File: src/rtl/cdm_pkg.sv
`default_nettype none
// ============================================================================
//  Module      : cdm_pkg
//  Description : Shared constants and types for the carry-disregard
//                multiplier error profiler (operand width, LFSR mask,
//                default seeds, profiler state encoding).
//  Revision    : 1.0  initial release
// ============================================================================
package cdm_pkg;

  localparam int          W           = 16;
  localparam logic [15:0] LFSR_MASK   = 16'hB400;
  localparam logic [15:0] SEED_A_DEF  = 16'hACE1;
  localparam logic [15:0] SEED_B_DEF  = 16'h1D87;

  typedef enum logic [1:0] {
    IDLE  = 2'd0,
    RUN   = 2'd1,
    DRAIN = 2'd2,
    DONE  = 2'd3
  } state_e;

endpackage
`default_nettype wire

File: src/rtl/cdm_lfsr16.sv
`default_nettype none
// ============================================================================
//  Module      : cdm_lfsr16
//  Description : Seedable 16-bit right-shifting Galois LFSR
//                (x^16+x^14+x^13+x^11+1). load has priority over step.
//  Revision    : 1.0  initial release
// ============================================================================
module cdm_lfsr16
  import cdm_pkg::*;
#(
  parameter logic [15:0] SEED = SEED_A_DEF
) (
  input  logic        clk,
  input  logic        rst,
  input  logic        load_i,
  input  logic        step_i,
  output logic [15:0] value_o
);

  logic [15:0] lfsr_q;
  logic [15:0] lfsr_d;

  // Next value: reseed on load, otherwise shift right and fold in the mask.
  always_comb begin
    lfsr_d = lfsr_q;
    if (load_i) begin
      lfsr_d = SEED;
    end else if (step_i) begin
      lfsr_d = (lfsr_q >> 1) ^ (lfsr_q[0] ? LFSR_MASK : 16'h0000);
    end
  end

  // State register; reset returns the generator to its seed.
  always_ff @(posedge clk or posedge rst) begin
    if (rst) begin
      lfsr_q <= SEED;
    end else begin
      lfsr_q <= lfsr_d;
    end
  end

  assign value_o = lfsr_q;

endmodule
`default_nettype wire

File: src/rtl/cdm_err_profiler.sv
`default_nettype none
// ============================================================================
//  Module      : cdm_err_profiler
//  Description : Drives pseudo-random operand pairs into an external
//                approximate multiplier, compares against the exact product
//                and accumulates error count, sum and max of error distance.
//  Revision    : 1.0  initial release
// ============================================================================
module cdm_err_profiler
  import cdm_pkg::*;
#(
  parameter int          W      = cdm_pkg::W,
  parameter int          CNT_W  = 20,
  parameter logic [15:0] SEED_A = SEED_A_DEF,
  parameter logic [15:0] SEED_B = SEED_B_DEF
) (
  input  logic                   clk,
  input  logic                   rst,
  input  logic                   start,
  input  logic [CNT_W-1:0]       num_samples,
  output logic [W-1:0]           mul_a,
  output logic [W-1:0]           mul_b,
  input  logic [2*W-1:0]         mul_r,
  output logic                   busy,
  output logic                   done,
  output logic [CNT_W-1:0]       err_count,
  output logic [CNT_W+2*W-1:0]   sum_ed,
  output logic [2*W-1:0]         max_ed
);

  localparam int PW    = 2 * W;
  localparam int SUM_W = CNT_W + PW;

  state_e            state_q, state_d;
  logic [CNT_W-1:0]  n_q;
  logic [CNT_W-1:0]  cnt_q;
  logic              s1_valid_q;
  logic [PW-1:0]     s1_approx_q;
  logic [PW-1:0]     s1_exact_q;
  logic [CNT_W-1:0]  err_q;
  logic [SUM_W-1:0]  sum_q;
  logic [PW-1:0]     max_q;

  logic              accept;
  logic              issue;
  logic [PW-1:0]     exact;
  logic [PW-1:0]     ed;
  logic [15:0]       lfsr_a;
  logic [15:0]       lfsr_b;

  // start is only honoured while no run is in flight; a zero-length run
  // passes through RUN for one cycle without issuing anything.
  assign accept = start && ((state_q == IDLE) || (state_q == DONE));
  assign issue  = (state_q == RUN) && (n_q != '0);

  cdm_lfsr16 #(.SEED(SEED_A)) u_lfsr_a (
    .clk     (clk),
    .rst     (rst),
    .load_i  (accept),
    .step_i  (issue),
    .value_o (lfsr_a)
  );

  cdm_lfsr16 #(.SEED(SEED_B)) u_lfsr_b (
    .clk     (clk),
    .rst     (rst),
    .load_i  (accept),
    .step_i  (issue),
    .value_o (lfsr_b)
  );

  assign mul_a = lfsr_a[W-1:0];
  assign mul_b = lfsr_b[W-1:0];
  assign exact = {{W{1'b0}}, mul_a} * {{W{1'b0}}, mul_b};

  // Next-state logic for the run sequencer.
  always_comb begin
    state_d = state_q;
    case (state_q)
      IDLE, DONE: begin
        if (start) state_d = RUN;
      end
      RUN: begin
        if (n_q == '0) begin
          state_d = DONE;
        end else if (cnt_q == (n_q - CNT_W'(1))) begin
          state_d = DRAIN;
        end
      end
      DRAIN: begin
        if (!s1_valid_q) state_d = DONE;
      end
      default: state_d = IDLE;
    endcase
  end

  // Sequencer state, latched run length and issued-sample counter.
  always_ff @(posedge clk or posedge rst) begin
    if (rst) begin
      state_q <= IDLE;
      n_q     <= '0;
      cnt_q   <= '0;
    end else begin
      state_q <= state_d;
      if (accept) begin
        n_q   <= num_samples;
        cnt_q <= '0;
      end else if (issue) begin
        cnt_q <= cnt_q + CNT_W'(1);
      end
    end
  end

  // Stage 1: capture the approximate and exact products of the issued pair.
  always_ff @(posedge clk or posedge rst) begin
    if (rst) begin
      s1_valid_q  <= 1'b0;
      s1_approx_q <= '0;
      s1_exact_q  <= '0;
    end else begin
      s1_valid_q <= issue;
      if (issue) begin
        s1_approx_q <= mul_r;
        s1_exact_q  <= exact;
      end
    end
  end

  assign ed = (s1_exact_q >= s1_approx_q) ? (s1_exact_q - s1_approx_q)
                                          : (s1_approx_q - s1_exact_q);

  // Stage 2: fold the error distance into the statistics; cleared on start.
  always_ff @(posedge clk or posedge rst) begin
    if (rst) begin
      err_q <= '0;
      sum_q <= '0;
      max_q <= '0;
    end else if (accept) begin
      err_q <= '0;
      sum_q <= '0;
      max_q <= '0;
    end else if (s1_valid_q) begin
      if (ed != '0) err_q <= err_q + CNT_W'(1);
      sum_q <= sum_q + SUM_W'(ed);
      if (ed > max_q) max_q <= ed;
    end
  end

  assign busy      = (state_q == RUN) || (state_q == DRAIN);
  assign done      = (state_q == DONE);
  assign err_count = err_q;
  assign sum_ed    = sum_q;
  assign max_ed    = max_q;

endmodule
`default_nettype wire

File: config.mk
export PLATFORM = sky130hd
export DESIGN_NAME = cdm_err_profiler
export DESIGN_NICKNAME = d
export VERILOG_FILES = /design/src/rtl/cdm_pkg.sv /design/src/rtl/cdm_lfsr16.sv /design/src/rtl/cdm_err_profiler.sv
export SDC_FILE = /design/constraint.sdc
export NUM_CORES = 2
export LEC_CHECK = 0
export BUFFER_PORTS_ARGS = -buffer_cell sky130_fd_sc_hd__buf_4
export CORE_MARGIN = 2
export CORE_UTILIZATION = 50
export CTS_BUF_LIST = sky130_fd_sc_hd__clkbuf_8 sky130_fd_sc_hd__clkbuf_16
export DETAILED_ROUTE_END_ITERATION = 12
export GPL_ROUTABILITY_DRIVEN = 1
export PLACE_DENSITY_LB_ADDON = 0.3
export SLEW_MARGIN = 20
export SYNTH_ARGS = -nofsm -noshare
export SYNTH_HDL_FRONTEND = slang
export SYNTH_SLANG_ARGS = --single-unit
File: constraint.sdc
create_clock -name clk -period 19.1 [get_ports clk]
set_input_delay 0.955 -clock clk [delete_from_list [all_inputs] [get_ports clk]]
set_output_delay 0.955 -clock clk [all_outputs]
set_load 0.02 [all_outputs]
==> results.toml <==
[outcome]
status = "finished, final reports clean"

[worst_setup_path]
critPathLaunchType = "flop"
r2r_end = "sum_ed[36]$_DFFE_PP0P_"
r2r_slack_ps = 11740
cpPeakStageDelay_ps = 520
cp_data_required_time_ps = 19530
cpMaxStageDelayCell = "a221oi_1"
cp_max_fo = 38
arrival_ps = 7790
r2r_start = "s1_exact_q[0]$_DFFE_PP0P_"
reg2reg_depth = 26
end_kind = "flop"
crit_type = "reg -> reg"

[route]
met2_length_mm = 33.3
top_layer = "met4"
final_antenna_net_count = 0
wl_met1_mm = 29.3
vias = 21400
postRouteWirelength_mm = 69.1
routed-wl-met3_mm = 4.10
firstDrtPassIters = 7
wire_per_inst_um = 18.4
via_per_inst = 5.68
drc = 0
drt_iter0_drc = 1665

[floorplanning]
die-area_sq_um = 52300
initial_utilization_pct = 50.5
die_h_um = 229
core_sq_um = 50000
num_io_pins = 193
rows = 82
die_width_um = 229

[synth]
seq_area_frac_synth_pct = 24.2
postSynthAreaPerCell_sq_um = 8.47
ys_ff_latch = 243
syn_inst = 2979
synth_async_sr_flop_share_pct = 100
synth.net_count = 3468
synthesis.area_sq_um = 25200
ys.flop_type = "dfrtp_1"
synth_edf_count = 0
yosysWarningCount = 0
ys_types = 82

[final_layout]
layout-drive-gt1-share_pct = 9.68
finalNonFillerCells = 3761
final_util_pct = 56.1
final_cell_mix = "nand2_1 (408), inv_1 (407), ha_1 (237)"
nets = 3554
diodes = 0
area_delta_synth_final_pct = 11.2
layout_commonest_cell = "nand2_1"

[sta]
holdWs_ps = 502
timing.final.crit_share_pct = 38.5
fin_crit_ps = 7360
hold_viol_final = 0
finalClockSkew_ps = 20.0
setup_viol = 0
fmax_mhz = 136
rsz0062_at_grt = "false"
slew_headroom_pct = 36.5
tightest_slew_ps = 952
setup_tns_ps = 0
final_max_slew_viol_count = 0

[worst_hold_path]
min_path_type = "in -> async"

[clock_tree]
path_clk_slew_ps = 60
root_buffer = "clkbuf_16"
clk_latency_ps = 600
clock-sinks = 243
hold_buffers = 0
post_cts_buffers = 0
cts_buffers = 31
clockBufferDepth = 3
cts_tree = "yes"
cts_repair_resize_count = 0
h-tree-depth = 1

[placement]
gp_congestion = 0.943
io_buffer_count = 192
hpwl_mm = 52.1
numPlacedInstances = 3704

[global_route]
antenna_found_initial = 0
grt_start_max_net_pins = 112
grt_usage_pct = 26.2
grt_first_pass_wirelength_mm = 112
grt_overflow = 0
first_global_vias = 21300

[flow_run]
cap_viol_max_count = 0
-- state kept, by name, summed over array words and instances (netlist names) --
name / flops
u_lfsr_b.value_o: 16
s1_valid_q: 1
state_q: 2
s1_exact_q: 32
n_q: 20
err_count: 20
u_lfsr_a.value_o: 16
cnt_q: 20
sum_ed: 52
s1_approx_q: 32
max_ed: 32
-- metal layers --
metal | up-vias | track usage, %
li1 | 9981 | -
met1 | 10600 | 34.6
met2 | 667 | 44.5
met3 | 139 | 3.07
met4 | 0 | 8.86
met5 | - | 0
-- logic make-up (layout without fill, tap and decap cells) --
kind of cell             after synthesis  after routing  synth area share, %
buffers and inverters                554            664                 8.48
AO/OA/AOI/OAI                        579            579                 14.7
adder cells (fa/ha/maj)              434            434                 27.4
flip-flops                           243            243                 24.2
multiplexers                          52             52                 2.07
XOR/XNOR                             157            157                 5.45
AND/OR/NAND/NOR                      960            960                 17.7
-- worst max-delay path: cells and delay by family, from the launching register on --
kind / cells / cell delay [ps]
AO/OA/AOI/OAI: 14 / 4330
buffers and inverters: 5 / 960
adder cells (fa/ha/maj): 3 / 820
XOR/XNOR: 2 / 430
flip-flops: 1 / 380
AND/OR/NAND/NOR: 2 / 260
-- worst max-delay path by stage --
stage	startpoint	to	slack [ps]	depth (start not counted)
4_1_cts	s1_exact_q[0]$_DFFE_PP0P_	sum_ed[36]$_DFFE_PP0P_	11890	26
3_5_place_dp	s1_exact_q[0]$_DFFE_PP0P_	sum_ed[36]$_DFFE_PP0P_	11930	26
3_3_place_gp	s1_exact_q[0]$_DFFE_PP0P_	sum_ed[36]$_DFFE_PP0P_	12170	26
6_report	s1_exact_q[0]$_DFFE_PP0P_	sum_ed[36]$_DFFE_PP0P_	11740	26
2_1_floorplan	rst	cnt_q[0]$_DFFE_PP0P_	11500	1
5_1_grt	s1_exact_q[0]$_DFFE_PP0P_	sum_ed[36]$_DFFE_PP0P_	11300	26
-- metrics by stage --
step | setup slack (ps) | area [sq um]
floorplan | 11500 | 25200
global placement | 12170 | 27000
detailed placement | 11930 | 27000
CTS | 11890 | 28100
global route | 11300 | 28100
finish | 11740 | 28100
-- cells in the mapped netlist (17+ instances only) --
library cell | instances | share of area (%)
a21o_1 | 58 | 1.7
a211oi_1 | 36 | 1.1
buf_2 | 23 | 0.46
mux2i_1 | 50 | 2.0
a21oi_1 | 157 | 3.1
nand2b_1 | 18 | 0.45
nor3_1 | 36 | 0.71
clkbuf_1 | 115 | 1.7
o31a_1 | 23 | 0.80
nand2_1 | 410 | 6.1
nor2_1 | 175 | 2.6
and3_1 | 24 | 0.60
inv_1 | 400 | 6.0
nand4_1 | 38 | 0.94
ha_1 | 237 | 12
xnor2_1 | 79 | 2.7
o21a_1 | 19 | 0.57
nand3_1 | 65 | 1.3
a31oi_1 | 23 | 0.57
o21ai_0 | 141 | 2.8
and2_1 | 127 | 3.2
fa_1 | 197 | 16
xor2_1 | 78 | 2.7
o21bai_1 | 17 | 0.51
dfrtp_1 | 227 | 23
-- final cells by class --
type | count | area (sq um)
tap | 672 | 841
inverter | 403 | 1520
clock inverter | 22 | 223
clock buffer | 35 | 831
multi-input combinational | 2182 | 17000
sequential | 243 | 6100
timing repair buffer | 204 | 1540
fill | 4555 | 21900
Power is left out: the tool's default activity adds up to more than one toggle a clock period on the data nets, which glitch-free logic cannot reach.
